==> config.mk <==
export PLATFORM = sky130hd
export DESIGN_NAME = sipo_deserializer_flat
export DESIGN_NICKNAME = d
export VERILOG_FILES = /design/src/rtl/sipo_pkg.sv /design/src/rtl/sipo_deserializer_if.sv /design/src/rtl/sipo_shift_reg.sv /design/src/rtl/sipo_deserializer.sv /design/src/flat_wrapper.sv
export SDC_FILE = /design/constraint.sdc
export NUM_CORES = 1
export LEC_CHECK = 0
export ABC_AREA = 1
export BUFFER_PORTS_ARGS = -buffer_cell sky130_fd_sc_hd__buf_2
export CAP_MARGIN = 10
export CORE_MARGIN = 5
export CORE_UTILIZATION = 55
export CTS_BUF_LIST = sky130_fd_sc_hd__clkbuf_4 sky130_fd_sc_hd__clkbuf_8 sky130_fd_sc_hd__clkbuf_16
export CTS_CLUSTER_SIZE = 12
export DETAILED_ROUTE_END_ITERATION = 12
export GPL_TIMING_DRIVEN = 0
export PLACE_DENSITY = 0.78
export SYNTH_ARGS = -nofsm -noshare
export SYNTH_HDL_FRONTEND = slang
export SYNTH_HIERARCHICAL = 1
export SYNTH_SLANG_ARGS = --single-unit
==> constraint.sdc <==
create_clock -name clk -period 1.7 [get_ports clk]
set_input_delay 0.17 -clock clk [delete_from_list [all_inputs] [get_ports clk]]
set_output_delay 0.17 -clock clk [all_outputs]
set_load 0.05 [all_outputs]
==> src/rtl/sipo_pkg.sv <==
// -----------------------------------------------------------------------------
// sipo_pkg
// Shared definitions for the serial-in/parallel-out deserializer.
//   state_e      FSM state encoding (S_IDLE=0, S_SHIFT=1, S_HOLD=2)
//   frame_len()  bits per frame for a given data width
//   even_parity() XOR-reduction used for the parity check
// Configuration macro: SIPO_PARITY_EN (adds one even-parity bit per frame).
// -----------------------------------------------------------------------------
package sipo_pkg;

   typedef enum logic [1:0] {
      S_IDLE  = 2'd0,
      S_SHIFT = 2'd1,
      S_HOLD  = 2'd2
   } state_e;

   // Serial bits consumed per output word.
   function automatic int frame_len(input int width);
`ifdef SIPO_PARITY_EN
      return width + 1;
`else
      return width;
`endif
   endfunction

   // Returns 1 when the word holds an odd number of ones.
   function automatic logic even_parity(input logic [31:0] data);
      return ^data;
   endfunction

endpackage

==> src/rtl/sipo_deserializer_if.sv <==
// -----------------------------------------------------------------------------
// sipo_deserializer_if
// Serial input and parallel output channels of the deserializer.
//   sin, sin_valid, sin_ready          serial bit channel
//   par_out, out_valid, out_ready      parallel word channel
//   parity_err                         qualified by out_valid
// Handshake: on both channels a transfer happens on a rising clock edge where
// valid and ready are both 1. The sender keeps its payload stable while
// valid=1 and ready=0; ready never depends combinationally on valid.
// Modports: master = upstream producer / downstream consumer (testbench side),
//           slave  = the deserializer.
// -----------------------------------------------------------------------------
interface sipo_deserializer_if #(
   parameter int WIDTH = 8
);
   logic             sin;
   logic             sin_valid;
   logic             sin_ready;
   logic [WIDTH-1:0] par_out;
   logic             out_valid;
   logic             out_ready;
   logic             parity_err;

   modport master (
      output sin, sin_valid, out_ready,
      input  sin_ready, par_out, out_valid, parity_err
   );

   modport slave (
      input  sin, sin_valid, out_ready,
      output sin_ready, par_out, out_valid, parity_err
   );
endinterface

==> src/rtl/sipo_shift_reg.sv <==
// -----------------------------------------------------------------------------
// sipo_shift_reg
// WIDTH-bit shift register that assembles serial bits into a word.
//   clk, reset   clock and synchronous active-high reset
//   shift_en_i   shift din_i into the register this cycle
//   din_i        serial data bit
//   clear_i      empty the register (wins over shift_en_i)
//   data_o       registered contents
//   next_o       contents after shifting din_i in (lets the owner capture a
//                completed word on the same edge that takes its last bit)
// MSB_FIRST=0: bits enter at the top and move down, so the first bit ends in
// bit 0 after WIDTH shifts. MSB_FIRST=1: bits enter at bit 0 and move up.
// -----------------------------------------------------------------------------
module sipo_shift_reg #(
   parameter int WIDTH     = 8,
   parameter bit MSB_FIRST = 1'b0
) (
   input  logic             clk,
   input  logic             reset,
   input  logic             shift_en_i,
   input  logic             din_i,
   input  logic             clear_i,
   output logic [WIDTH-1:0] data_o,
   output logic [WIDTH-1:0] next_o
);

   logic [WIDTH-1:0] data_q;
   logic [WIDTH-1:0] data_d;

   generate
      if (MSB_FIRST) begin : g_msb_first
         assign next_o = {data_q[WIDTH-2:0], din_i};
      end else begin : g_lsb_first
         assign next_o = {din_i, data_q[WIDTH-1:1]};
      end
   endgenerate

   always_comb begin
      data_d = data_q;
      if (clear_i) begin
         data_d = '0;
      end else if (shift_en_i) begin
         data_d = next_o;
      end
   end

   always_ff @(posedge clk) begin
      if (reset) begin
         data_q <= '0;
      end else begin
         data_q <= data_d;
      end
   end

   assign data_o = data_q;

endmodule

==> src/rtl/sipo_deserializer.sv <==
// -----------------------------------------------------------------------------
// sipo_deserializer
// Deserializer fed by a registered serial bit stream. Collects FRAME bits,
// presents each WIDTH-bit word through a one-word output buffer, and keeps
// shifting the next word while the buffered word waits for out_ready.
// Ports:
//   clk, reset    single clock, synchronous active-high reset
//   bus (slave)   sin/sin_valid/sin_ready, par_out/out_valid/out_ready,
//                 parity_err
//   dbg_state_o   current FSM state
//   dbg_count_o   bits accepted in the current frame
// Configuration macro: SIPO_PARITY_EN -- frames carry a trailing even-parity
// bit (FRAME=WIDTH+1) and parity_err reports a failure. Without it FRAME=WIDTH
// and parity_err is 0.
// -----------------------------------------------------------------------------
module sipo_deserializer
   import sipo_pkg::*;
#(
   parameter  int WIDTH     = 8,
   parameter  bit MSB_FIRST = 1'b0,
   localparam int FRAME     = frame_len(WIDTH),
   localparam int CW        = $clog2(FRAME + 1)
) (
   input  logic                 clk,
   input  logic                 reset,
   sipo_deserializer_if.slave   bus,
   output state_e               dbg_state_o,
   output logic [CW-1:0]        dbg_count_o
);

   state_e           state_q, state_d;
   logic [CW-1:0]    count_q, count_d;
   logic [WIDTH-1:0] par_q, par_d;
   logic             valid_q, valid_d;
   logic             perr_q, perr_d;

   logic             sin_ready;
   logic             accept;
   logic             take;
   logic             last_bit;
   logic             buf_free;
   logic             sr_shift;
   logic             sr_clear;
   logic [WIDTH-1:0] sr_data;
   logic [WIDTH-1:0] sr_next;
   logic [WIDTH-1:0] frame_word;
   logic             frame_perr;
   logic             held_perr;

   assign sin_ready = (state_q != S_HOLD);
   assign accept    = bus.sin_valid & sin_ready;
   assign take      = valid_q & bus.out_ready;
   assign last_bit  = accept && (count_q == CW'(FRAME - 1));
   // The buffer can accept a new word if empty or emptied on this same edge.
   assign buf_free  = !valid_q || take;
   // Data bits only; a trailing parity bit is never shifted in.
   assign sr_shift  = accept && (count_q < CW'(WIDTH));

`ifdef SIPO_PARITY_EN
   logic pbit_q;
   logic unused_sr_next;

   // Parity bit arrives after the data bits, so the register is already full.
   assign frame_word     = sr_data;
   assign frame_perr     = even_parity(32'(sr_data)) ^ bus.sin;
   assign held_perr      = even_parity(32'(sr_data)) ^ pbit_q;
   assign unused_sr_next = ^sr_next;

   // Keep the parity bit of a frame parked in HOLD.
   always_ff @(posedge clk) begin
      if (reset) begin
         pbit_q <= 1'b0;
      end else if (last_bit && !buf_free) begin
         pbit_q <= bus.sin;
      end
   end
`else
   // Last data bit is still in flight; take the word as it will be shifted.
   assign frame_word = sr_next;
   assign frame_perr = 1'b0;
   assign held_perr  = 1'b0;
`endif

   sipo_shift_reg #(
      .WIDTH     (WIDTH),
      .MSB_FIRST (MSB_FIRST)
   ) u_shift (
      .clk        (clk),
      .reset      (reset),
      .shift_en_i (sr_shift),
      .din_i      (bus.sin),
      .clear_i    (sr_clear),
      .data_o     (sr_data),
      .next_o     (sr_next)
   );

   always_comb begin
      state_d  = state_q;
      count_d  = count_q;
      par_d    = par_q;
      valid_d  = valid_q;
      perr_d   = perr_q;
      sr_clear = 1'b0;

      case (state_q)
         S_IDLE, S_SHIFT: begin
            // A handshake empties the buffer unless a new word refills it below.
            if (take) begin
               valid_d = 1'b0;
            end
            if (accept) begin
               if (last_bit) begin
                  count_d = '0;
                  if (buf_free) begin
                     state_d  = S_IDLE;
                     par_d    = frame_word;
                     perr_d   = frame_perr;
                     valid_d  = 1'b1;
                     sr_clear = 1'b1;
                  end else begin
                     state_d = S_HOLD;
                  end
               end else begin
                  count_d = count_q + CW'(1);
                  state_d = S_SHIFT;
               end
            end
         end
         S_HOLD: begin
            // out_valid is necessarily 1 here; the parked word replaces it.
            if (take) begin
               state_d  = S_IDLE;
               par_d    = sr_data;
               perr_d   = held_perr;
               valid_d  = 1'b1;
               sr_clear = 1'b1;
            end
         end
         default: begin
            state_d = S_IDLE;
         end
      endcase
   end

   always_ff @(posedge clk) begin
      if (reset) begin
         state_q <= S_IDLE;
         count_q <= '0;
         par_q   <= '0;
         valid_q <= 1'b0;
         perr_q  <= 1'b0;
      end else begin
         state_q <= state_d;
         count_q <= count_d;
         par_q   <= par_d;
         valid_q <= valid_d;
         perr_q  <= perr_d;
      end
   end

   assign bus.sin_ready  = sin_ready;
   assign bus.par_out    = par_q;
   assign bus.out_valid  = valid_q;
   assign bus.parity_err = perr_q;
   assign dbg_state_o    = state_q;
   assign dbg_count_o    = count_q;

endmodule
==> src/flat_wrapper.sv <==
// flat-port wrapper written by rule: the top's interface ports become plain ports
module sipo_deserializer_flat import sipo_pkg::*;
#(
   parameter  int WIDTH     = 8,
   parameter  bit MSB_FIRST = 1'b0,
   localparam int FRAME     = frame_len(WIDTH),
   localparam int CW        = $clog2(FRAME + 1)
)
  (clk, reset, dbg_state_o, dbg_count_o, bus_sin, bus_sin_valid, bus_out_ready, bus_sin_ready, bus_par_out, bus_out_valid, bus_parity_err);
  sipo_deserializer_if #(.WIDTH(WIDTH)) bus_i ();
  input  logic clk;
  input  logic reset;
  output state_e dbg_state_o;
  output logic [CW-1:0] dbg_count_o;
  input wire logic [$bits(bus_i.sin)-1:0] bus_sin;
  input wire logic [$bits(bus_i.sin_valid)-1:0] bus_sin_valid;
  input wire logic [$bits(bus_i.out_ready)-1:0] bus_out_ready;
  output wire logic [$bits(bus_i.sin_ready)-1:0] bus_sin_ready;
  output wire logic [$bits(bus_i.par_out)-1:0] bus_par_out;
  output wire logic [$bits(bus_i.out_valid)-1:0] bus_out_valid;
  output wire logic [$bits(bus_i.parity_err)-1:0] bus_parity_err;
  assign bus_i.sin = bus_sin;
  assign bus_i.sin_valid = bus_sin_valid;
  assign bus_i.out_ready = bus_out_ready;
  assign bus_sin_ready = bus_i.sin_ready;
  assign bus_par_out = bus_i.par_out;
  assign bus_out_valid = bus_i.out_valid;
  assign bus_parity_err = bus_i.parity_err;
  sipo_deserializer #(.WIDTH(WIDTH), .MSB_FIRST(MSB_FIRST)) u_core (.clk(clk), .reset(reset), .bus(bus_i), .dbg_state_o(dbg_state_o), .dbg_count_o(dbg_count_o));
endmodule
Word-level counts from Yosys, hierarchy flattened --
Cells that the tools add are included.
Cells by class: $add $sub $neg 1, magnitude comparators 1, eq/ne operators 8, multiplexer cells 27, bitwise operators 2, reduce and logical (&&, ||, !) cells 12
Operator list (number):
- $mux 8 | 4
- $pmux 8 s2 | 1
- $mux 1 | 13
- $mux 2 | 4
- $ne 2x1->1 const B | 4
- $pmux 1 s2 | 3
- $reduce_and 2->1 | 3
- $reduce_and 5->1 | 1
- $add 4x1->4 const B | 1
- $eq 4x3->1 const B | 1
- $lt 4x4->1 const B | 1
- $mux 4 | 1
- $pmux 2 s2 | 1
- $reduce_or 2->1 | 2
- $and 1x1->1 | 2
- $eq 2x1->1 const B | 1
- $eq 2x2->1 const B | 1
- $logic_and 1x1->1 | 2
- $logic_not 2->1 | 1
- $ne 2x2->1 const B | 1
- $reduce_bool 2->1 | 1
- $logic_not 1->1 | 1
- $logic_or 1x1->1 | 1
Word-level totals: flip-flop bits (word level) 24, input bits 5, output and inout port bits 17, word-level logic and storage cells 57

Depth between registers and ports, before layout --
word-level depth 7, depth in mapped cells 9, depth with buffers taken out 9

Modules after synthesis --
The synthesis kept the hierarchy.
Modules (own cells, without submodules):
- sipo_deserializer | instances 1, cells an instance 134, area each 858.3 um2, sequential area each 300.3 um2
- sipo_shift_reg | instances 1, cells an instance 59, area each 437.9 um2, sequential area each 160.2 um2

Worst setup path after synthesis --
OpenSTA, ideal clock, no wires.
path type reg2reg, start register u_core.count_q[0], in the netlist u_core/dbg_count_o[0], end register u_core.u_shift.data_q[5], in the netlist u_core/u_shift/data_o[5], setup time 113 ps, arrival 1749 ps, data required time 1587 ps, setup slack -161 ps, cell stages (with the launch flop) 9, buffers on the path 0, period minus slack after synthesis 1861 ps, cells stage by stage dfxtp_1 ha_1 nand3_1 nor2_1 nand2_1 o22ai_1 nor2_4 nand2_1 nor2_1
Between the ends: cells in the longest elaborated chain, start to end 6, elaborated cells on any way between the ends 8, classes of those cells order compare (1); eq/ne (1); mux (3); reduce/logical (3)
Ends and longest elaborated chain:
- start, declared | RTL line sipo_deserializer.sv:32 | logic [CW-1:0] count_q, count_d;
- start signal, assigned | RTL line sipo_deserializer.sv:154 | count_q <= count_d;
- $eq 4x3->1 | RTL line sipo_deserializer.sv:53 | assign last_bit = accept && (count_q == CW'(FRAME - 1));
- $logic_and 1x1->1 | RTL line sipo_deserializer.sv:53
- $mux 1 | RTL line sipo_deserializer.sv:112 | if (last_bit) begin
- $mux 1 | RTL line sipo_deserializer.sv:111 | if (accept) begin
- $pmux 1 s2 | RTL line sipo_deserializer.sv:105 | case (state_q)
- net u_core.sr_clear | RTL line sipo_deserializer.sv:43 | logic sr_clear;
- $reduce_or 2->1 (no line)
- end signal, assigned | RTL line sipo_shift_reg.sv:51 | data_q <= data_d;
- end, declared | RTL line sipo_shift_reg.sv:27 | logic [WIDTH-1:0] data_q;
The timed path passes the listed nets, and every way through them passes these cells. A chain may end at the register's enable or synchronous reset.

Final worst setup path --
start register u_core.count_q[0], in the netlist u_core/dbg_count_o[0], end register u_core.u_shift.data_q[7], in the netlist u_core/u_shift/data_o[7]
The elaborated chain is that of the path after synthesis.

==> flow_summary.ini <==
[cts]
clk_latency_ns = 0.30
path_clk_slew_ns = 0.13
clockBufferDepth = 2
htreeDepth = 1
cts_tree = built
clock-root-buffer = clkbuf_4
cts_made_buffers = 3
cts_sinks = 23
postCtsHoldBufs = 0

[worst_setup_path]
reg2reg_to = u_core/u_shift/data_o[7]
critPathRequiredTime_ns = 1.92
reg2reg_depth = 8
r2r-start = u_core/dbg_count_o[0]
slowest_delay_ns = 0.39
crit_buf_inv = 0
cp_cell_sequence = ha_1, nand3_1, nor2_1, nand2_1, o22ai_2, nor2_4, nand2_1, nor2_1
cp_top_family = simple AND/OR/NAND/NOR gates
startpoint_type = flop
end_kind = flop
path_max_fanout = 8
path_class = flop to flop
crit_arrival_ns = 1.75
critPathSlowestCell = dfxtp_2
r2r_slack_ns = 0.17

[pwr]
power_density_nw_per_um2 = 677.1
internal_power_mw = 0.7248
p_sw_mw = 0.2705
p_leak_nw = 0.7361
pwr-share-comb_pct = 15.0
p_sw_share_pct = 27.18
pwr-share-clk_pct = 27.0
ir_drop_v = 0.0004955
p_seq_share_pct = 57.9

[layout]
drive_gt1_share_pct = 27.19
nNetsFinal = 224
n_antenna_cell = 0
nFillCells = 226
area_growth_pct = 13.42
final_util_pct = 65.83

[placed_design]
post-dp-hpwl_um = 1890
gp_congestion = 0.7846
portBuffers = 20
place_ws_ns = 0.1247

[global_route]
grt_use_met2_pct = 28.07
grt_max_degree = 13
grt_pass1_vias = 1085
grt.busiest_layer = met2
use_met1_pct = 20.08
grt_pass1_wl_um = 4436
grt_overflow = 0
use_met3_pct = 2.632
antenna_found_initial = 0
grt_util_all_layers_pct = 16.27

[timing]
timing.fmax_ghz = 0.6540
period_needed_ns = 1.529
worst_slack_ns = 0.1710
rsz0062_at_grt = no
period_share_pct = 89.94
drv_slew = 0
finalHoldViolCount = 0
fin_skew_ns = 0.001388
setup_viol = 0
setup_total_negative_slack_ns = 0

[routing]
ant_nets = 0
drt-pass1-iter-count = 4
drt_iter0_drc = 25
drcViolationCount = 0
wl_um = 2482
vias_per_cell = 4.657
vias = 1141
wl_per_cell_um = 10.13

[floorplanning]
initial_core_util_pct = 58.04
io_pins = 22
dieArea_um2 = 3428
rows = 17
dieWidth_um = 58.55
die-height_um = 58.55
core_area_um2 = 2233

[run_status]
status = finished clean

[synth]
syn_inst = 193
synth_common_cells = nand2_1, nor2_1, dfxtp_1
synth_ff_type = dfxtp_1
syn_avg_cell_area_um2 = 6.716
yosysUniqueCellTypes = 22
synth_edf_count = 0
synth_top_cells_by_area = dfxtp_1, nand2_1, nor2_1
synth_seq_cells = 23
syn_nets = 199
synth_most_common_cell = nand2_1
ys_seq_area_share_pct = 35.52
synth_warnings = 6
yosysTopAreaCellShare_pct = 35.52
async_flop_share_pct = 0
yosys.area.top_type = dfxtp_1
syn_area_um2 = 1296

[hold_path]
hold_class = input port to flop
min_from = reset
holdPathStages = 2
holdPathEnd = u_core/dbg_count_o[1]

[job]
maxCapViolCount = 0
-- per-stage QoR --
step	cell area [um^2]	hold slack (ns)	std cells	power, mW
6_report	1470	0.1261	245	0.9954
5_1_grt	1470	0.1165	245	1.062
4_1_cts	1464	0.1100	245	1.011
3_5_place_dp	1434	0.4562	241	0.7379
3_3_place_gp	1434	0.4500	241	0.7316
2_1_floorplan	1299	0.2317	193	0.7056
-- worst max path at each step --
stage / from / endpoint / slack [ns] / depth (start not counted)
6_report: u_core/dbg_count_o[0] / u_core/u_shift/data_o[7] / 0.17 / 8
5_1_grt: u_core/dbg_count_o[0] / u_core/u_shift/data_o[0] / 0.04 / 8
4_1_cts: u_core/dbg_count_o[0] / u_core/u_shift/data_o[7] / 0.09 / 8
3_5_place_dp: u_core/dbg_count_o[0] / u_core/u_shift/data_o[7] / 0.12 / 8
3_3_place_gp: u_core/dbg_count_o[0] / u_core/u_shift/data_o[5] / 0.14 / 8
2_1_floorplan: u_core/dbg_count_o[2] / u_core/u_shift/data_o[5] / 0.02 / 7
-- state kept, by name, summed over array words and instances, names as in the netlist --
register	flops
u_core/bus.out_valid	1
u_core/bus.par_out	8
u_core/dbg_count_o	4
u_core/dbg_state_o	2
u_core/u_shift/data_o	8
-- worst reg2reg max path, delay by kind of cell, from the launching register on --
kind	cells	cell delay, ns
AND/OR/NAND/NOR	6	0.70
AO/OA/AOI/OAI	1	0.15
adder cells (fa/ha/maj)	1	0.20
flip-flops	1	0.39
-- timing repair --
| item | CTS | global route |
|---|---|---|
| endpoints found under the setup margin | 0 | 8 |
| resized for setup | 0 | 1 |
| hold endpoints to repair | 0 | 0 |
| buffers inserted | 0 | 0 |
-- routing by layer --
| layer | up-vias | wire length [um] | share of wire [%] |
|---|---|---|---|
| met5 | - | 0 | 0 |
| met4 | 0 | 18 | 0.73 |
| met3 | 2 | 81 | 3.3 |
| met2 | 15 | 1199 | 48 |
| met1 | 498 | 1182 | 48 |
| li1 | 626 | - | - |
-- layout by cell type (no fill, tap or decap), types with 2 or more instances in the layout --
master	n
nand2_1	58
nor2_1	24
inv_1	21
dfxtp_1	21
buf_2	20
nand3_1	14
a21oi_1	13
buf_4	9
nor2_2	7
clkbuf_4	4
inv_2	3
nand2_2	3
nand2_4	3
clkbuf_8	2
buf_6	2
o21ai_0	2
nor3_1	2
dfxtp_2	2
-- power groups by stage --
stage / logic [mW] / registers, mW / clock network [mW]
after floorplan: 0.103 / 0.602 / 0
final: 0.150 / 0.577 / 0.269
after CTS: 0.150 / 0.577 / 0.285
after global routing: 0.168 / 0.581 / 0.313
after global placement: 0.145 / 0.587 / 0
after detailed placement: 0.150 / 0.588 / 0
-- cells by family after synthesis --
logic type	synth area share [%]
AO/OA/AOI/OAI	7.529
adder cells (fa/ha/maj)	0.9651
buffers and inverters	17.47
flip-flops	35.52
other	0.2893
AND/OR/NAND/NOR	38.22
-- cell type report --
class	instances	area [um^2]	area share, %
Multi-Input combinational cell	131	615.6	41.87
Sequential cell	23	462.9	31.49
Buffer	14	132.6	9.021
Timing Repair Buffer	20	100.1	6.809
Inverter	25	93.84	6.383
Tap cell	28	35.03	2.383
Clock buffer	4	30.03	2.043
(Power assumes the default switching activity.)
